**src/rtl/dmem_responder.sv**
```systemverilog
// Multi-cycle data memory for the CPU load/store port: one request at a time,
// fixed LATENCY from accept to ack. Define DMEM_RESP_ERR_EN for address checking.
module dmem_responder #(
    parameter int DEPTH   = 32,
    parameter int LATENCY = 2
) (
    input  logic        clk_i,
    input  logic        rst_n,
    input  logic        req_i,
    input  logic        we_i,
    input  logic [31:0] addr_i,
    input  logic [31:0] wdata_i,
    output logic        busy_o,
    output logic        ack_o,
    output logic [31:0] rdata_o,
    output logic        err_o
);
    localparam int AW = (DEPTH > 1) ? $clog2(DEPTH) : 1;
    localparam int CW = $clog2(LATENCY + 1);

    typedef enum logic [1:0] {IDLE, WAIT, RESP} state_t;

    typedef struct packed {
        logic          we;
        logic [AW-1:0] idx;
        logic [31:0]   wdata;
        logic          err;
    } req_t;

    state_t        state;
    logic [CW-1:0] cnt;
    req_t          cur;
    req_t          nxt_req;
    logic          addr_err;
    logic          accept;
    logic          done;
    logic [31:0]   mem [DEPTH];

`ifdef DMEM_RESP_ERR_EN
    assign addr_err = (addr_i[1:0] != 2'b00) || (addr_i >= 32'(DEPTH * 4));
`else
    // Misaligned/out-of-range addresses simply wrap onto the word array.
    logic unused_addr;
    assign addr_err    = 1'b0;
    assign unused_addr = ^{addr_i[31:AW+2], addr_i[1:0]};
`endif

    assign nxt_req = '{we: we_i, idx: addr_i[AW+1:2], wdata: wdata_i, err: addr_err};

    // The edge closing the ack cycle can already take the next request.
    assign accept = req_i && (state == IDLE || state == RESP);
    assign done   = (state == WAIT) && (cnt == '0);

    always_ff @(posedge clk_i or negedge rst_n) begin
        if (!rst_n) begin
            state   <= IDLE;
            cnt     <= '0;
            cur     <= '0;
            busy_o  <= 1'b0;
            ack_o   <= 1'b0;
            rdata_o <= '0;
            err_o   <= 1'b0;
        end else begin
            ack_o <= 1'b0;
            err_o <= 1'b0;
            if (accept) begin
                cur    <= nxt_req;
                cnt    <= CW'(LATENCY - 1);
                busy_o <= 1'b1;
                state  <= WAIT;
            end else begin
                case (state)
                    WAIT: begin
                        if (cnt == '0) begin
                            state <= RESP;
                            ack_o <= 1'b1;
                            err_o <= cur.err;
                            if (!cur.we)
                                rdata_o <= cur.err ? 32'h0 : mem[cur.idx];
                        end else begin
                            cnt <= cnt - 1'b1;
                        end
                    end
                    RESP: begin
                        busy_o <= 1'b0;
                        state  <= IDLE;
                    end
                    default: state <= IDLE;
                endcase
            end
        end
    end

    // Store commit shares the completion edge with load sampling.
    always_ff @(posedge clk_i or negedge rst_n) begin
        if (!rst_n) begin
            for (int i = 0; i < DEPTH; i++) mem[i] <= '0;
        end else if (done && cur.we && !cur.err) begin
            mem[cur.idx] <= cur.wdata;
        end
    end

endmodule

```
**config.mk**
```make
export PLATFORM = sky130hd
export DESIGN_NAME = dmem_responder
export DESIGN_NICKNAME = d
export VERILOG_FILES = /design/src/rtl/dmem_responder.sv
export SDC_FILE = /design/constraint.sdc
export NUM_CORES = 1
export LEC_CHECK = 0
export CAP_MARGIN = 30
export CORE_MARGIN = 3
export CORE_UTILIZATION = 62
export DETAILED_ROUTE_END_ITERATION = 6
export PLACE_DENSITY = 0.85
export RECOVER_POWER = 50
export SYNTH_ARGS = -nofsm -noshare
export SYNTH_HDL_FRONTEND = slang
export SYNTH_SLANG_ARGS = --single-unit
```
**constraint.sdc**
```tcl
create_clock -name clk_i -period 2.6 [get_ports clk_i]
set_input_delay 0.39 -clock clk_i [delete_from_list [all_inputs] [get_ports clk_i]]
set_output_delay 0.39 -clock clk_i [all_outputs]
set_load 0.02 [all_outputs]
```
==> impl_metrics.py <==
metrics = {
    "outcome": {
        "status": "finished, violations left",
        "failed_checks": "setup timing",
    },
    "detailed_routing": {
        "drtIter0Drc": 3639,
        "vias_per_cell": 6.98,
        "route.vias.total": 32634,
        "wl_met2_um": 68100,
        "antenna_left": 0,
        "highest_layer": "met5",
        "dr.pass1.iters": 6,
        "wl_met3_um": 18600,
        "wl_per_cell_um": 32.4,
        "m1WireLength_um": 54400,
        "routed_wl_um": 152000,
        "drc_errors": 0,
    },
    "synthesis": {
        "synth_top_family_by_area": "multiplexers",
        "synthSimpleGateAreaFrac": 0.0300,
        "async_flop_share": 1.00,
        "postSynthCellCount": 3393,
        "ys_types": 58,
        "synth_mux_area_frac": 0.348,
        "synthAdderAreaFrac": 0.000251,
        "synth_flop_cell": "dfrtp_1",
        "netlist.area_leader.share": 0.553,
        "yosysTopAreaCell": "dfrtp_1",
        "synth-edff-count": 0,
        "yosysWarnings": 0,
        "synth-compound-area-share": 0.0338,
        "syn_nets": 3462,
        "seq_area_frac_synth": 0.553,
        "yosys-top-cells-area": "dfrtp_1, mux2_2, mux4_2, mux2i_1, mux2_1",
        "syn-mean-instance-area_um2": 14.7,
        "synthXorXnorAreaFrac": 0,
        "syn_area_mm2": 0.0498,
        "ys_seq_elements": 1100,
    },
    "grt": {
        "track_usage": 0.350,
        "gr-total-overflow": 0,
        "antenna_found_initial": 6,
        "grt_pass1_vias": 34241,
        "grt_max_degree": 122,
        "grt_pass1_wl_um": 217000,
    },
    "pwr": {
        "peakVddDrop_mv": 0.923,
        "p_comb_frac": 0.322,
        "cellLeakagePower_nw": 27.5,
        "p_int_mw": 44.3,
        "p_seq_frac": 0.433,
        "p_sw_mw": 23.5,
        "clkPwrFrac": 0.245,
        "powerDensity_mw_per_mm2": 1170,
        "sw_frac_of_total": 0.347,
    },
    "setup_path": {
        "cp_common_cell": "buf_12",
        "cp.arrival_ps": 3310,
        "end_kind": "register",
        "ff2ff_setup_slack_ps": -150,
        "crit_path_top_delay_cell": "dfrtp_1",
        "cpPeakStageDelay_ps": 400,
        "path_class": "reg -> reg",
        "startpoint_type": "register",
        "critical-path-top-delay-family": "buffers and inverters",
        "crit_buf_inv": 5,
        "required_ps": 3160,
        "worstPathCellList": "inv_2 -> ha_4 -> nand4b_1 -> buf_4 -> or3_4 -> buf_12 -> nor3_4 -> buf_6 -> buf_12 -> mux2_4",
        "worstPathMaxFanout": 8,
    },
    "run": {
        "drv_cap": 0,
    },
    "finish": {
        "post-route-util": 0.730,
        "nets": 3601,
        "regArea_mm2": 0.0275,
        "area_growth_pct": 16.2,
        "finalInstanceArea_mm2": 0.0578,
        "layout_common_cells": "dfrtp_1, mux2_2, mux2i_1, mux4_2, buf_4",
        "layout_commonest_cell": "dfrtp_1",
        "final_layout_size_suffix_gt1_frac": 0.456,
        "fillers": 4434,
        "multiInputGateArea_mm2": 0.0209,
    },
    "timing": {
        "hold_violations": 0,
        "max_freq_mhz": 363,
        "max_slew.worst_pin.slew_ps": 1480,
        "slew-limit-headroom": 0.0133,
        "finalCritPeriodShare": 1.06,
        "holdWs_ps": 296,
        "finalSetupViolCount": 528,
        "finClkSkew_ps": 29.3,
        "grt_setup_unrepaired": "true",
        "setup_tns_ps": -26640,
        "setup_slack_ps": -153,
        "maxSlewViolCount": 0,
        "min_period_ps": 2750,
    },
    "die": {
        "die-area_mm2": 0.0837,
        "chipWidth_um": 289,
        "die_h_um": 289,
        "core_mm2": 0.0793,
        "initial_core_util": 0.628,
        "boundaryPins": 103,
        "rows": 103,
    },
    "clocking": {
        "clk_latency_ps": 700,
        "clock_path_buffers": 3,
        "cts_htree_levels": 3,
        "cts_buffers": 110,
        "clkTransAtPathRegs_ps": 70,
        "cts-root-buf": "clkbuf_16",
        "cts.sinks": 1100,
        "cts_tree": "built",
    },
    "placed_design": {
        "port_buffers": 74,
        "gp_congestion": 0.868,
        "post-dp-hpwl_um": 87400,
        "dpl-instance-area_mm2": 0.0533,
    },
    "min_path": {
        "hp-class": "in -> reg",
    },
}
[path summary, 6_finish.rpt]
| check | start | to | cells after the start |
|---|---|---|---|
| min in group asynchronous | rst_n | mem[455] | 2 |
| hold / removal | addr_i[6] | cur[37] | 3 |
| setup reg to reg | cnt[1] | mem[741] | 10 |
| hold reg to reg | mem[135] | mem[135] | 1 |
| max in group asynchronous | rst_n | mem[54] | 4 |
| setup / recovery | cnt[1] | mem[741] | 10 |
[cell usage after synthesis (5+ instances only)]
cell / n
nand2b_1: 12
nand3_1: 14
a21oi_1: 32
nand2_1: 75
dfrtp_1: 1100
buf_6: 26
mux2_2: 1020
clkbuf_1: 136
and3_1: 7
a211oi_1: 35
mux4_2: 138
nor3_1: 14
nor4_1: 33
o21ai_0: 28
a31oi_1: 25
a41oi_1: 8
a22oi_1: 15
nor2_1: 61
mux2_1: 56
o32a_1: 7
buf_1: 11
buf_4: 40
o22ai_1: 69
o211ai_1: 5
nor2_2: 7
inv_1: 10
nor2b_1: 32
buf_2: 108
mux2i_1: 209
o32ai_1: 8
[stage by stage]
step / total power, mW / setup WS [ps] / instances
3_5_place_dp: 49.7 / -43.8 / 4429
6_report: 67.8 / -153 / 4677
4_1_cts: 66.5 / -25.5 / 4644
5_1_grt: 70.2 / -196 / 4676
3_3_place_gp: 47.8 / -5.50 / 4429
2_1_floorplan: 41.7 / 451 / 3393
[power groups by stage]
stage | Clock, mW | Sequential (mW) | Combinational [mW]
2_1_floorplan | 0 | 26.2 | 15.5
3_3_place_gp | 0 | 28.4 | 19.3
3_5_place_dp | 0 | 29.4 | 20.3
4_1_cts | 16.6 | 29.3 | 20.6
5_1_grt | 17.4 | 30.1 | 22.8
6_report | 16.6 | 29.3 | 21.9
[sequential cells by signal (all words and copies together) (netlist names)]
name,cells
mem,1024
cur,38
rdata_o,32
cnt,2
state,2
ack_o,1
busy_o,1
[cells by family (layout without fill, tap and decap cells)]
| kind of cell | after synthesis | after routing |
|---|---|---|
| AOI/OAI and AO/OA | 252 | 252 |
| buffers and inverters | 331 | 564 |
| other | 1 | 2 |
| adders and majority gates | 1 | 1 |
| and+or+nand+nor | 285 | 285 |
| DFF | 1100 | 1100 |
| muxes | 1423 | 1423 |
[cell type report]
class	instances	share of cell area
multi-input cells	1962	0.361
flip-flops and latches	1100	0.476
repair buffers	348	0.0738
clock buffers	164	0.0560
inverters	10	0.000649
diodes	1	0.0000433
clock inverters	42	0.00956
well taps	1050	0.0227
[what timing repair did]
item / 4_1_cts / 5_1_grt
cloned: 3 / 12
setup buffers: 5 / 16
hold endpoints to repair: 50 / 0
hold buffers: 1 / 0
gates resized for setup: 17 / 41
pin swaps: 5 / 8
endpoints found under the setup margin: 113 / 298
[metal layers]
layer | track usage | vias up
met5 | 0 | -
met4 | 0.200 | 8
met3 | 0.0947 | 649
met2 | 0.531 | 2125
met1 | 0.461 | 17094
li1 | - | 12758
[worst register-to-register path, delay by kind of cell (launching register included)]
| family | cells | cell delay, ps |
|---|---|---|
| buffers and inverters | 5 | 940 |
| AND/OR/NAND/NOR | 3 | 820 |
| flip-flops | 1 | 400 |
| multiplexers | 1 | 320 |
| adder cells (fa/ha/maj) | 1 | 130 |
Note: power is estimated with default switching activity, not from simulation.
